## config.mk

```make
export PLATFORM = sky130hd
export DESIGN_NAME = seg7_scan_driver
export DESIGN_NICKNAME = d
export VERILOG_FILES = /design/src/rtl/seg7_pkg.sv /design/src/rtl/hex_to_7seg.sv /design/src/rtl/seg7_scan_driver.sv
export SDC_FILE = /design/constraint.sdc
export NUM_CORES = 1
export LEC_CHECK = 0
export ABC_CLOCK_PERIOD_IN_PS = 2150
export BUFFER_PORTS_ARGS = -buffer_cell sky130_fd_sc_hd__buf_2
export CAP_MARGIN = 10
export CORE_MARGIN = 2
export CORE_UTILIZATION = 45
export CTS_BUF_LIST = sky130_fd_sc_hd__clkbuf_16
export CTS_CLUSTER_DIAMETER = 120
export CTS_CLUSTER_SIZE = 16
export DETAILED_ROUTE_END_ITERATION = 8
export MAX_ROUTING_LAYER = met4
export PLACE_DENSITY_LB_ADDON = 0.05
export SLEW_MARGIN = 20
export SYNTH_ARGS = -nofsm -noshare
export SYNTH_HDL_FRONTEND = slang
export SYNTH_HIERARCHICAL = 1
export SYNTH_SLANG_ARGS = --single-unit
```

## constraint.sdc

```tcl
create_clock -name clk -period 2.15 [get_ports clk]
set_input_delay 0.3225 -clock clk [delete_from_list [all_inputs] [get_ports clk]]
set_output_delay 0.3225 -clock clk [all_outputs]
set_load 0.03 [all_outputs]
```

## src/rtl/seg7_pkg.sv

```systemverilog
// rtl/seg7_pkg.sv - shared constants, glyphs and FSM encoding for the 7-segment scan driver
package seg7_pkg;

    localparam int NUM_DIGITS = 4;

    // Active-low glyphs, bit order {g,f,e,d,c,b,a}
    localparam logic [6:0] SEG_BLANK = 7'b1111111;
    localparam logic [6:0] SEG_0     = 7'b1000000;
    localparam logic [6:0] SEG_1     = 7'b1111001;
    localparam logic [6:0] SEG_2     = 7'b0100100;
    localparam logic [6:0] SEG_3     = 7'b0110000;
    localparam logic [6:0] SEG_4     = 7'b0011001;
    localparam logic [6:0] SEG_5     = 7'b0010010;
    localparam logic [6:0] SEG_6     = 7'b0000010;
    localparam logic [6:0] SEG_7     = 7'b1111000;
    localparam logic [6:0] SEG_8     = 7'b0000000;
    localparam logic [6:0] SEG_9     = 7'b0010000;
    localparam logic [6:0] SEG_A     = 7'b0001000;
    localparam logic [6:0] SEG_B     = 7'b0000011;
    localparam logic [6:0] SEG_C     = 7'b1000110;
    localparam logic [6:0] SEG_D     = 7'b0100001;
    localparam logic [6:0] SEG_E     = 7'b0000110;
    localparam logic [6:0] SEG_F     = 7'b0001110;

    typedef enum logic {
        BLANK = 1'b0,
        SHOW  = 1'b1
    } state_t;

endpackage

```

## src/rtl/hex_to_7seg.sv

```systemverilog
// rtl/hex_to_7seg.sv - combinational nibble to active-low segment decoder
module hex_to_7seg
    import seg7_pkg::*;
(
    input  logic [3:0] i_nibble,
    output logic [6:0] o_seg
);

    always_comb begin
        o_seg = SEG_BLANK;
        case (i_nibble)
            4'h0: o_seg = SEG_0;
            4'h1: o_seg = SEG_1;
            4'h2: o_seg = SEG_2;
            4'h3: o_seg = SEG_3;
            4'h4: o_seg = SEG_4;
            4'h5: o_seg = SEG_5;
            4'h6: o_seg = SEG_6;
            4'h7: o_seg = SEG_7;
            4'h8: o_seg = SEG_8;
            4'h9: o_seg = SEG_9;
            4'hA: o_seg = SEG_A;
            4'hB: o_seg = SEG_B;
            4'hC: o_seg = SEG_C;
            4'hD: o_seg = SEG_D;
            4'hE: o_seg = SEG_E;
            4'hF: o_seg = SEG_F;
            default: o_seg = SEG_BLANK;
        endcase
    end

endmodule

```

## src/rtl/seg7_scan_driver.sv

```systemverilog
// rtl/seg7_scan_driver.sv - four-digit multiplexed 7-segment driver advanced by an external slow scan clock
module seg7_scan_driver
    import seg7_pkg::*;
#(
    parameter int BLANK_CYCLES = 4,
    parameter int SYNC_STAGES  = 2
) (
    input  logic        clk,
    input  logic        rst,
    input  logic        scan_clk,
    input  logic        load,
    input  logic [15:0] digits_in,
    input  logic [3:0]  dp_in,
    input  logic [3:0]  blank_in,
    input  logic        lz_en,
    output logic [3:0]  anodes_n,
    output logic [6:0]  segments_n,
    output logic        dp_n,
    output logic [1:0]  digit_idx
);

    localparam logic [7:0] BLANK_LAST = (BLANK_CYCLES == 0) ? 8'd0 : 8'(BLANK_CYCLES - 1);

    logic [SYNC_STAGES-1:0] r_sync;
    logic                   r_hist;
    logic                   r_tick;

    logic [15:0] r_digits;
    logic [3:0]  r_dp;
    logic [3:0]  r_blank;
    logic        r_lz;

    state_t      r_state;
    logic [7:0]  r_blank_cnt;
    logic [1:0]  r_idx;
    logic        r_armed;
    logic [3:0]  r_anodes_n;
    logic [6:0]  r_segments_n;
    logic        r_dp_n;

    logic [3:0]  w_nibble;
    logic [6:0]  w_glyph;
    logic [15:0] w_upper;
    logic        w_suppress;
    logic [6:0]  w_seg;
    logic        w_dp_n;
    logic [3:0]  w_anode_on;

    // scan_clk is treated as data: synchronise, then flag its rising edge
    always_ff @(posedge clk) begin
        if (rst) begin
            r_sync <= '0;
            r_hist <= 1'b0;
            r_tick <= 1'b0;
        end else begin
            r_sync <= {r_sync[SYNC_STAGES-2:0], scan_clk};
            r_hist <= r_sync[SYNC_STAGES-1];
            r_tick <= r_sync[SYNC_STAGES-1] & ~r_hist;
        end
    end

    always_ff @(posedge clk) begin
        if (rst) begin
            r_digits <= '0;
            r_dp     <= '0;
            r_blank  <= '0;
            r_lz     <= 1'b0;
        end else if (load) begin
            r_digits <= digits_in;
            r_dp     <= dp_in;
            r_blank  <= blank_in;
            r_lz     <= lz_en;
        end
    end

    assign w_nibble   = r_digits[{r_idx, 2'b00} +: 4];
    assign w_upper    = r_digits >> {r_idx, 2'b00};
    assign w_suppress = r_lz && (r_idx != 2'd0) && (w_upper == 16'd0);
    assign w_seg      = (r_blank[r_idx] || w_suppress) ? SEG_BLANK : w_glyph;
    assign w_dp_n     = r_blank[r_idx] ? 1'b1 : ~r_dp[r_idx];
    assign w_anode_on = ~(4'b0001 << r_idx);

    hex_to_7seg u_decode (
        .i_nibble (w_nibble),
        .o_seg    (w_glyph)
    );

    // Nothing is shown after reset until the first scan tick arms the scanner
    always_ff @(posedge clk) begin
        if (rst) begin
            r_state      <= BLANK;
            r_blank_cnt  <= 8'd0;
            r_idx        <= 2'd0;
            r_armed      <= 1'b0;
            r_anodes_n   <= 4'b1111;
            r_segments_n <= SEG_BLANK;
            r_dp_n       <= 1'b1;
        end else if (r_tick) begin
            r_state      <= BLANK;
            r_blank_cnt  <= 8'd0;
            r_idx        <= r_idx + 2'd1;
            r_armed      <= 1'b1;
            r_anodes_n   <= 4'b1111;
            r_segments_n <= SEG_BLANK;
            r_dp_n       <= 1'b1;
        end else begin
            case (r_state)
                BLANK: begin
                    if (r_blank_cnt == BLANK_LAST) begin
                        if (r_armed) begin
                            r_state      <= SHOW;
                            r_anodes_n   <= w_anode_on;
                            r_segments_n <= w_seg;
                            r_dp_n       <= w_dp_n;
                        end
                    end else begin
                        r_blank_cnt <= r_blank_cnt + 8'd1;
                    end
                end
                SHOW: begin
                    r_anodes_n   <= w_anode_on;
                    r_segments_n <= w_seg;
                    r_dp_n       <= w_dp_n;
                end
                default: begin
                    r_state    <= BLANK;
                    r_anodes_n <= 4'b1111;
                end
            endcase
        end
    end

    assign anodes_n   = r_anodes_n;
    assign segments_n = r_segments_n;
    assign dp_n       = r_dp_n;
    assign digit_idx  = r_idx;

endmodule

```

==> metrics.yaml, run 1 <==
yosysTopAreaCell: "dfxtp_1"
p_comb_share_pct: 12.7
dpl_cell_area_sq_um: 2810
max_slew.worst_pin.slew_ns: 0.423
syn_nets: 281
max_slew_margin_pct: 71.6
seq_area_sq_um: 1070
multi_input_area_sq_um: 1340
maxClockFrequency_ghz: 0.466
p_leak_nw: 1.30
cts_made_buffers: 5
grt_antenna_before_repair: 0
path_max_fanout: 6
n_antenna_cell: 0
grt_usage_pct: 18.2
period_needed_ns: 2.15
globalplace.congestion: 0.819
synth_area_leaders: "dfxtp_1 (43%), mux2i_1 (13%), nor2_1 (7.6%)"
vias: 1874
cellPowerDensity_nw_per_um2: 722
cts.htree.levels: 2
nets: 335
grt_pass1_vias: 1828
fin_setup_tns_ns: 0
internal_power_mw: 1.66
die_h_microns: 77.9
synth_area_sq_um: 2450
seq_area_frac_synth_pct: 43.2
wl_mm: 4.85
final_common_cell: "dfxtp_1"
fin_util_pct: 58.1
whs_ns: 0.246
clk_pin_slew_ns: 0.07
stdcell_count: 365
slew_viol_final: 0
ir_drop_mv: 0.370
pre_cts_ws_ns: -0.000563
drt_pass1_iterations: 4
ys_ff_latch: 53
power_mw: 2.17
yosys_warnings: 6
cts_tree: "built"
drc_errors: 0
r2r_slack_ns: 0.005
p_seq_share_pct: 48.7
drive_above_1_share_pct: 28.1
clockBufferDepth: 2
path_class: "reg2reg"
grt_max_degree: 32
synth_top_area_share_pct: 43.2
ys_types: 39
post_drt_wl_per_cell_microns: 13.3
p_sw_share_pct: 23.5
viasPerCell: 5.13
clkPwrFrac_pct: 38.7
n_fill_cell: 484
drtIter0Drc: 49
die_x_microns: 77.9
finalHoldViolCount: 0
cts_root_buf: "clkbuf_16"
p_switching_mw: 0.511
fin_area_sq_um: 3010
syn_avg_cell_area_sq_um: 10.2
hp-class: "in2reg"
status: "complete, no violations"
syn2layout_area_growth_pct: 22.5
setup_viol: 0
startpoint_type: "flop"
io_pins: 43
die_area_sq_um: 6060
io_buffers: 42
async_flop_share_pct: 0
worstSetupEndpointType: "flop"
rows: 26
grt_pass1_wl_mm: 8.63
layout_common_cells: "dfxtp_1 (51), nor2_1 (50), buf_2 (42)"
ant_nets: 0
synthFlopType: "dfxtp_1"
worstPathArrival_ns: 2.32
grt-ovfl-total: 0
setup_slack_ns: 0.00481
start_util_pct: 47.5
required_ns: 2.33
postSynthCellCount: 240
holdBufCountCts: 0
clock_sinks: 53
core_area_sq_um: 5170
skew_ns: 0.00666
synth_edf_count: 0
rsz0062_at_grt: "yes"
dpl.cell_count: 353
fin_crit_sh_pct: 99.8
dpl.hpwl_mm: 3.60
clock_latency_ns: 0.29
cap_viol_max_count: 0
cell usage after synthesis, drive strengths merged, types with 4 or more instances:
library cell / number
nor2: 50
mux2i: 31
nand3: 4
nor2b: 5
ha: 12
a2bb2oi: 7
and2: 4
inv: 5
dfxtp: 53
clkbuf: 9
o21ai: 7
xor2: 4
nor4: 10
mux4: 7
power groups by stage:
stage                     logic, mW  registers, mW  clock network, mW
final                         0.275           1.06              0.839
after global routing          0.310           1.06              0.906
after CTS                     0.268           1.06              0.861
after detailed placement      0.266           1.08                  0
after global placement        0.263           1.08                  0
after floorplan               0.187           1.07                  0
registers in the layout, indices dropped and copies added (netlist names):
| register | flops |
|---|---|
| digit_idx | 2 |
| r_blank | 4 |
| r_digits | 16 |
| segments_n | 7 |
| r_armed | 1 |
| r_tick | 1 |
| r_state | 1 |
| r_blank_cnt | 8 |
| anodes_n | 4 |
| r_hist | 1 |
| r_lz | 1 |
| r_dp | 4 |
| dp_n | 1 |
| r_sync | 2 |
worst paths after layout:
kind | to | from | depth (start not counted)
max | segments_n[6] | digit_idx[0] | 6
min reg2reg | r_tick | r_hist | 1
min | r_sync[0] | scan_clk | 2
max reg2reg | segments_n[6] | digit_idx[0] | 6
kinds of logic after synthesis:
kind of cell	Yosys count	share of synthesized area, %
simple gates	85	16.6
flops	53	43.2
mux	39	20.3
compound gates	27	8.00
buf+inv	17	3.26
fa+ha+maj	12	6.12
xor+xnor	7	2.50
timing repair:
action,CTS,global route
pin swaps,1,1
hold endpoints to repair,0,0
setup buffers,1,3
setup endpoints to repair,4,7
resized for setup,0,7
routing by layer:
metal	GRT usage [%]	up-vias	wire (microns)
li1	-	963	-
met1	24.0	867	2430
met2	28.4	39	2190
met3	2.56	5	166
met4	6.96	0	68
met5	-	-	0
worst max-delay path, stage by stage (launching register included):
cell       delay, ns
dfxtp_4         0.38
mux4_2          0.59
ha_2            0.25
mux2_2          0.26
a22o_1          0.19
nor4_2          0.27
a2bb2oi_1       0.09
final cells by class:
class,instances,area share [%]
Multi-Input combinational cell,170,44.4
Inverter,5,0.707
Tap cell,70,2.91
Clock buffer,6,4.99
Sequential cell,53,35.5
Timing Repair Buffer,59,11.2
Clock inverter,2,0.250
(Power assumes the default switching activity.)
==> inputs of run 2 (changes only) <==
CORE_ASPECT_RATIO = 1.25   (was unset)
==> run 2 against run 1 <==
  * First-iteration DRC count grew 39%
  * Maximum frequency fell by 0.19%
  * Final area increased by 2.0%
  * Non-clock buffer count rose by 5
  * Clock skew decreased by 0.0023 ns
  * Die area barely moved
  * Routed wire length is 2.2% higher
  * Cell count is 0.27% lower
  * Register-to-register slack about the same
  * Global-route usage fell by 0.074 points
  * Sequential cell count unchanged
  * Largest power group unchanged
==> metrics.yaml, run 2 (synthesis gave the netlist of run 1 again) <==
status: "complete, no violations"
clock_latency_ns: 0.29
core_area_sq_um: 5330
die_area_sq_um: 6070
largest-register: "r_digits"
max_slew_margin_pct: 52.0
worst-path-buf-inv: 0
fin_crit_sh_pct: 100
layout_common_cells: "dfxtp_1 (51), nor2_1 (50), buf_2 (42)"
nets: 340
cts_tree: "built"
cap_viol_max_count: 0
dpl_cell_area_sq_um: 2830
cellPowerDensity_nw_per_um2: 689
cts.htree.levels: 2
clockBufferDepth: 2
clk_pin_slew_ns: 0.07
holdBufCountCts: 0
drc_errors: 0
clock_sinks: 53
path_max_fanout: 6
max_slew.worst_pin.slew_ns: 0.720
vias: 1856
hp-class: "in2reg"
largest_register_ffs: 16
startpoint_type: "flop"
grt_antenna_before_repair: 0
ant_nets: 0
wl_mm: 4.96
ir_drop_mv: 0.343
maxClockFrequency_ghz: 0.465
rsz0062_at_grt: "yes"
io_buffers: 42
cp_cell_sequence: "mux4_2, ha_2, mux2_2, a22o_1, nor4_2, a2bb2oi_1"
io_pins: 43
slew_viol_final: 0
syn2layout_area_growth_pct: 25.0
cp_slowest_stage_delay_ns: 0.59
grt_usage_pct: 18.1
finalHoldViolCount: 0
grt_max_degree: 31
grt_pass1_wl_mm: 8.56
crit_family: "multiplexers"
die_h_microns: 86.6
n_antenna_cell: 0
start_util_pct: 46.1
rows: 30
grt-ovfl-total: 0
cpMaxStageDelayCell: "mux4_2"
skew_ns: 0.00440
drt_pass1_iterations: 4
final_common_cell: "dfxtp_1"
die_x_microns: 70.1
worstSetupEndpointType: "flop"
drtIter0Drc: 68
globalplace.congestion: 0.811
period_needed_ns: 2.15
p_leak_nw: 1.34
setup_viol: 0
grt_pass1_vias: 1817
dpl.hpwl_mm: 3.58
viasPerCell: 5.10
worstPathArrival_ns: 2.32
n_fill_cell: 489
post_drt_wl_per_cell_microns: 13.6
fin_area_sq_um: 3070
power_mw: 2.11
drive_above_1_share_pct: 31.3
cts_made_buffers: 5
cts_root_buf: "clkbuf_16"
required_ns: 2.32
path_class: "reg2reg"
r2r_slack_ns: 0.0007
## run 2: power breakdown
| group | switching (mW) | internal, mW |
|---|---|---|
| sequential | 0.0314 | 1.02 |
| combinational | 0.142 | 0.151 |
| clock | 0.342 | 0.423 |
| total | 0.515 | 1.60 |
## run 2: routing by layer
metal  wire length (microns)  share of wire (%)  vias up  track usage [%]
met5                       0                  0        -                -
met4                      91                1.8        0             7.52
met3                     156                3.1        8             3.26
met2                    2420                 49       30             28.7
met1                    2300                 46      845             23.1
li1                        -                  -      973                -
## run 2: per-stage QoR
| stage | setup WS, ns | setup TNS [ns] | utilization [%] | instances | hold slack (ns) |
|---|---|---|---|---|---|
| after floorplan | -0.0972 | -0.285 | - | 240 | 0.367 |
| after global placement | 0.0381 | 0 | 53.1 | 351 | 0.371 |
| after detailed placement | -0.0558 | -0.0558 | 53.1 | 351 | 0.377 |
| after CTS | -0.00235 | -0.00235 | 56.3 | 362 | 0.229 |
| after global routing | -0.0998 | -0.478 | 57.6 | 364 | 0.239 |
| final | 0.000666 | 0 | 57.6 | 364 | 0.235 |
## run 2: path summary, 6_finish.rpt
| path | to | depth (start not counted) | startpoint |
|---|---|---|---|
| worst max-delay path | segments_n[6] | 6 | digit_idx[0] |
| worst min-delay path | r_armed | 2 | rst |
| worst max register to register | segments_n[6] | 6 | digit_idx[0] |
| worst min register to register | r_tick | 1 | r_hist |
## run 2: timing repair
item / CTS / global route
buffers inserted: 3 / 2
pin swaps: 0 / 6
resized for setup: 1 / 13
endpoints found under the setup margin: 2 / 8
cloned: 0 / 0
hold endpoints to repair: 0 / 0
## run 2: layout make-up
| class | count | area (sq um) | share of cell area [%] |
|---|---|---|---|
| Inverter | 5 | 21.3 | 0.693 |
| Multi-Input combinational cell | 170 | 1390 | 45.1 |
| Clock buffer | 5 | 125 | 4.08 |
| Timing Repair Buffer | 64 | 375 | 12.2 |
| Sequential cell | 53 | 1070 | 34.7 |
| Tap cell | 64 | 80.1 | 2.61 |
| Clock inverter | 3 | 15.0 | 0.489 |
==> inputs of run 3 (changes only) <==
CELL_PAD_IN_SITES_DETAIL_PLACEMENT = 1   (was unset)
CELL_PAD_IN_SITES_GLOBAL_PLACEMENT = 1   (was unset)
CORE_UTILIZATION = 39   (was 45)
==> run 3 against run 2 <==
  * Cell count increased by 6.6%
  * Combinational power rose by 3%
  * Worst hold slack improved by 0.0099 ns
  * Largest power group unchanged
  * Maximum frequency down 1.3%
  * The run now ends with setup timing left
  * Routed wire length is 14% higher
  * Via count up 5.2%
  * Final area up 0.90%
  * Highest routed layer unchanged
  * Critical path depth did not move
  * Critical endpoint unchanged
==> metrics.yaml, run 3 (synthesis gave the netlist of run 1 again) <==
status: "complete, but fails checks"
failed_checks: "setup timing"
path_class: "reg2reg"
maxClockFrequency_ghz: 0.459
fin_setup_tns_ns: -0.0363
startpoint_type: "flop"
fin_util_pct: 50.5
skew_ns: 0.00650
drtIter0Drc: 45
drt_pass1_iterations: 4
final_common_cell: "dfxtp_1"
finalHoldViolCount: 0
drc_errors: 0
viasPerCell: 5.03
die_h_microns: 92.7
n_fill_cell: 719
fin_crit_sh_pct: 101
cts_made_buffers: 5
dpl.hpwl_mm: 4.23
required_ns: 2.31
clk_pin_slew_ns: 0.07
nets: 343
cts_tree: "built"
power_mw: 2.14
slew_viol_final: 0
layout_common_cells: "dfxtp_1 (51), nor2_1 (50), buf_2 (42)"
dpl.cell_count: 373
period_needed_ns: 2.18
hp-start: "scan_clk"
rr_startpoint: "digit_idx[0]"
p_leak_nw: 1.33
cap_viol_max_count: 0
syn2layout_area_growth_pct: 26.1
io_pins: 43
grt-ovfl-total: 0
ir_drop_mv: 0.357
hp-class: "in2reg"
max_slew.worst_pin.slew_ns: 0.746
largest-register: "r_digits"
worstPathArrival_ns: 2.34
core_area_sq_um: 6130
clock_latency_ns: 0.29
setup_viol: 2
ant_nets: 0
cellPowerDensity_nw_per_um2: 690
largest_register_ffs: 16
clock_sinks: 53
grt_max_degree: 32
rsz0062_at_grt: "yes"
reg2regPathDepth: 6
drive_above_1_share_pct: 32.3
cts.htree.levels: 2
start_util_pct: 40.1
path_max_fanout: 6
seq_area_sq_um: 1070
die_area_sq_um: 6950
post_drt_wl_per_cell_microns: 14.6
multi_input_area_sq_um: 1350
stdcell_count: 388
globalplace.congestion: 0.782
clockBufferDepth: 2
max_slew_margin_pct: 50.3
n_antenna_cell: 0
wl_mm: 5.68
crit_start: "digit_idx[0]"
setup_slack_ns: -0.0281
grt_pass1_vias: 1980
whs_ns: 0.245
cts_root_buf: "clkbuf_16"
die_x_microns: 75.0
io_buffers: 42
grt_usage_pct: 18.1
rows: 32
vias: 1953
whs_path_depth: 2
grt_antenna_before_repair: 0
worstSetupEndpointType: "flop"
grt_pass1_wl_mm: 9.45
==> run 3: cell count changes in the layout (fill, tap and decap cells not counted), sizes merged <==
cell	change
inv	-2
clkinvlp	-1
clkinv	+3
buf	+3
==> run 3: final cells by class <==
class / count / share of cell area (%)
clock buffers: 5 / 4.04
inverters: 5 / 0.687
clock inverters: 3 / 0.566
flip-flops and latches: 53 / 34.4
well taps: 85 / 3.44
repair buffers: 67 / 13.1
multi-input cells: 170 / 43.7
==> run 3: report_power, final <==
group / leakage, nW / internal [mW] / total [mW] / switching, mW
sequential: 0.435 / 1.02 / 1.06 / 0.0339
clock: 0.0712 / 0.428 / 0.778 / 0.350
combinational: 0.826 / 0.154 / 0.301 / 0.148
total: 1.33 / 1.61 / 2.14 / 0.532
==> run 3: timing repair <==
item                       in CTS  in global routing
hold buffers                    0                  0
pin swaps                       3                  4
setup endpoints to repair       4                  7
cloned                          0                  0
gates resized for setup         3                 12
buffers inserted                3                  4
==> run 3: path summary, 6_finish.rpt <==
kind,end,slack [ns]
hold / removal,r_sync[0],0.25
setup reg to reg,segments_n[6],-0.03
setup / recovery,segments_n[6],-0.03
hold reg to reg,r_tick,0.39
==> run 3: worst max-delay path, stage by stage (launching register included) <==
cell and delay, ns:
dfxtp_4 0.38, mux4_2 0.60, ha_2 0.26, mux2_2 0.26, a22o_1 0.20, nor4_2 0.27
a2bb2oi_1 0.09
==> run 3: per-stage QoR <==
step	cell area [sq um]	setup slack (ns)
2_1_floorplan	2470	-0.0972
3_3_place_gp	2860	0.0114
3_5_place_dp	2860	-0.0359
4_1_cts	3040	-0.0391
5_1_grt	3100	-0.135
6_report	3100	-0.0281
==> run 3: layer usage <==
layer  GRT usage (%)  wire [microns]
met5               -               0
met2            30.2            2940
met4            5.51              89
met1            21.7            2480
met3            3.70             167
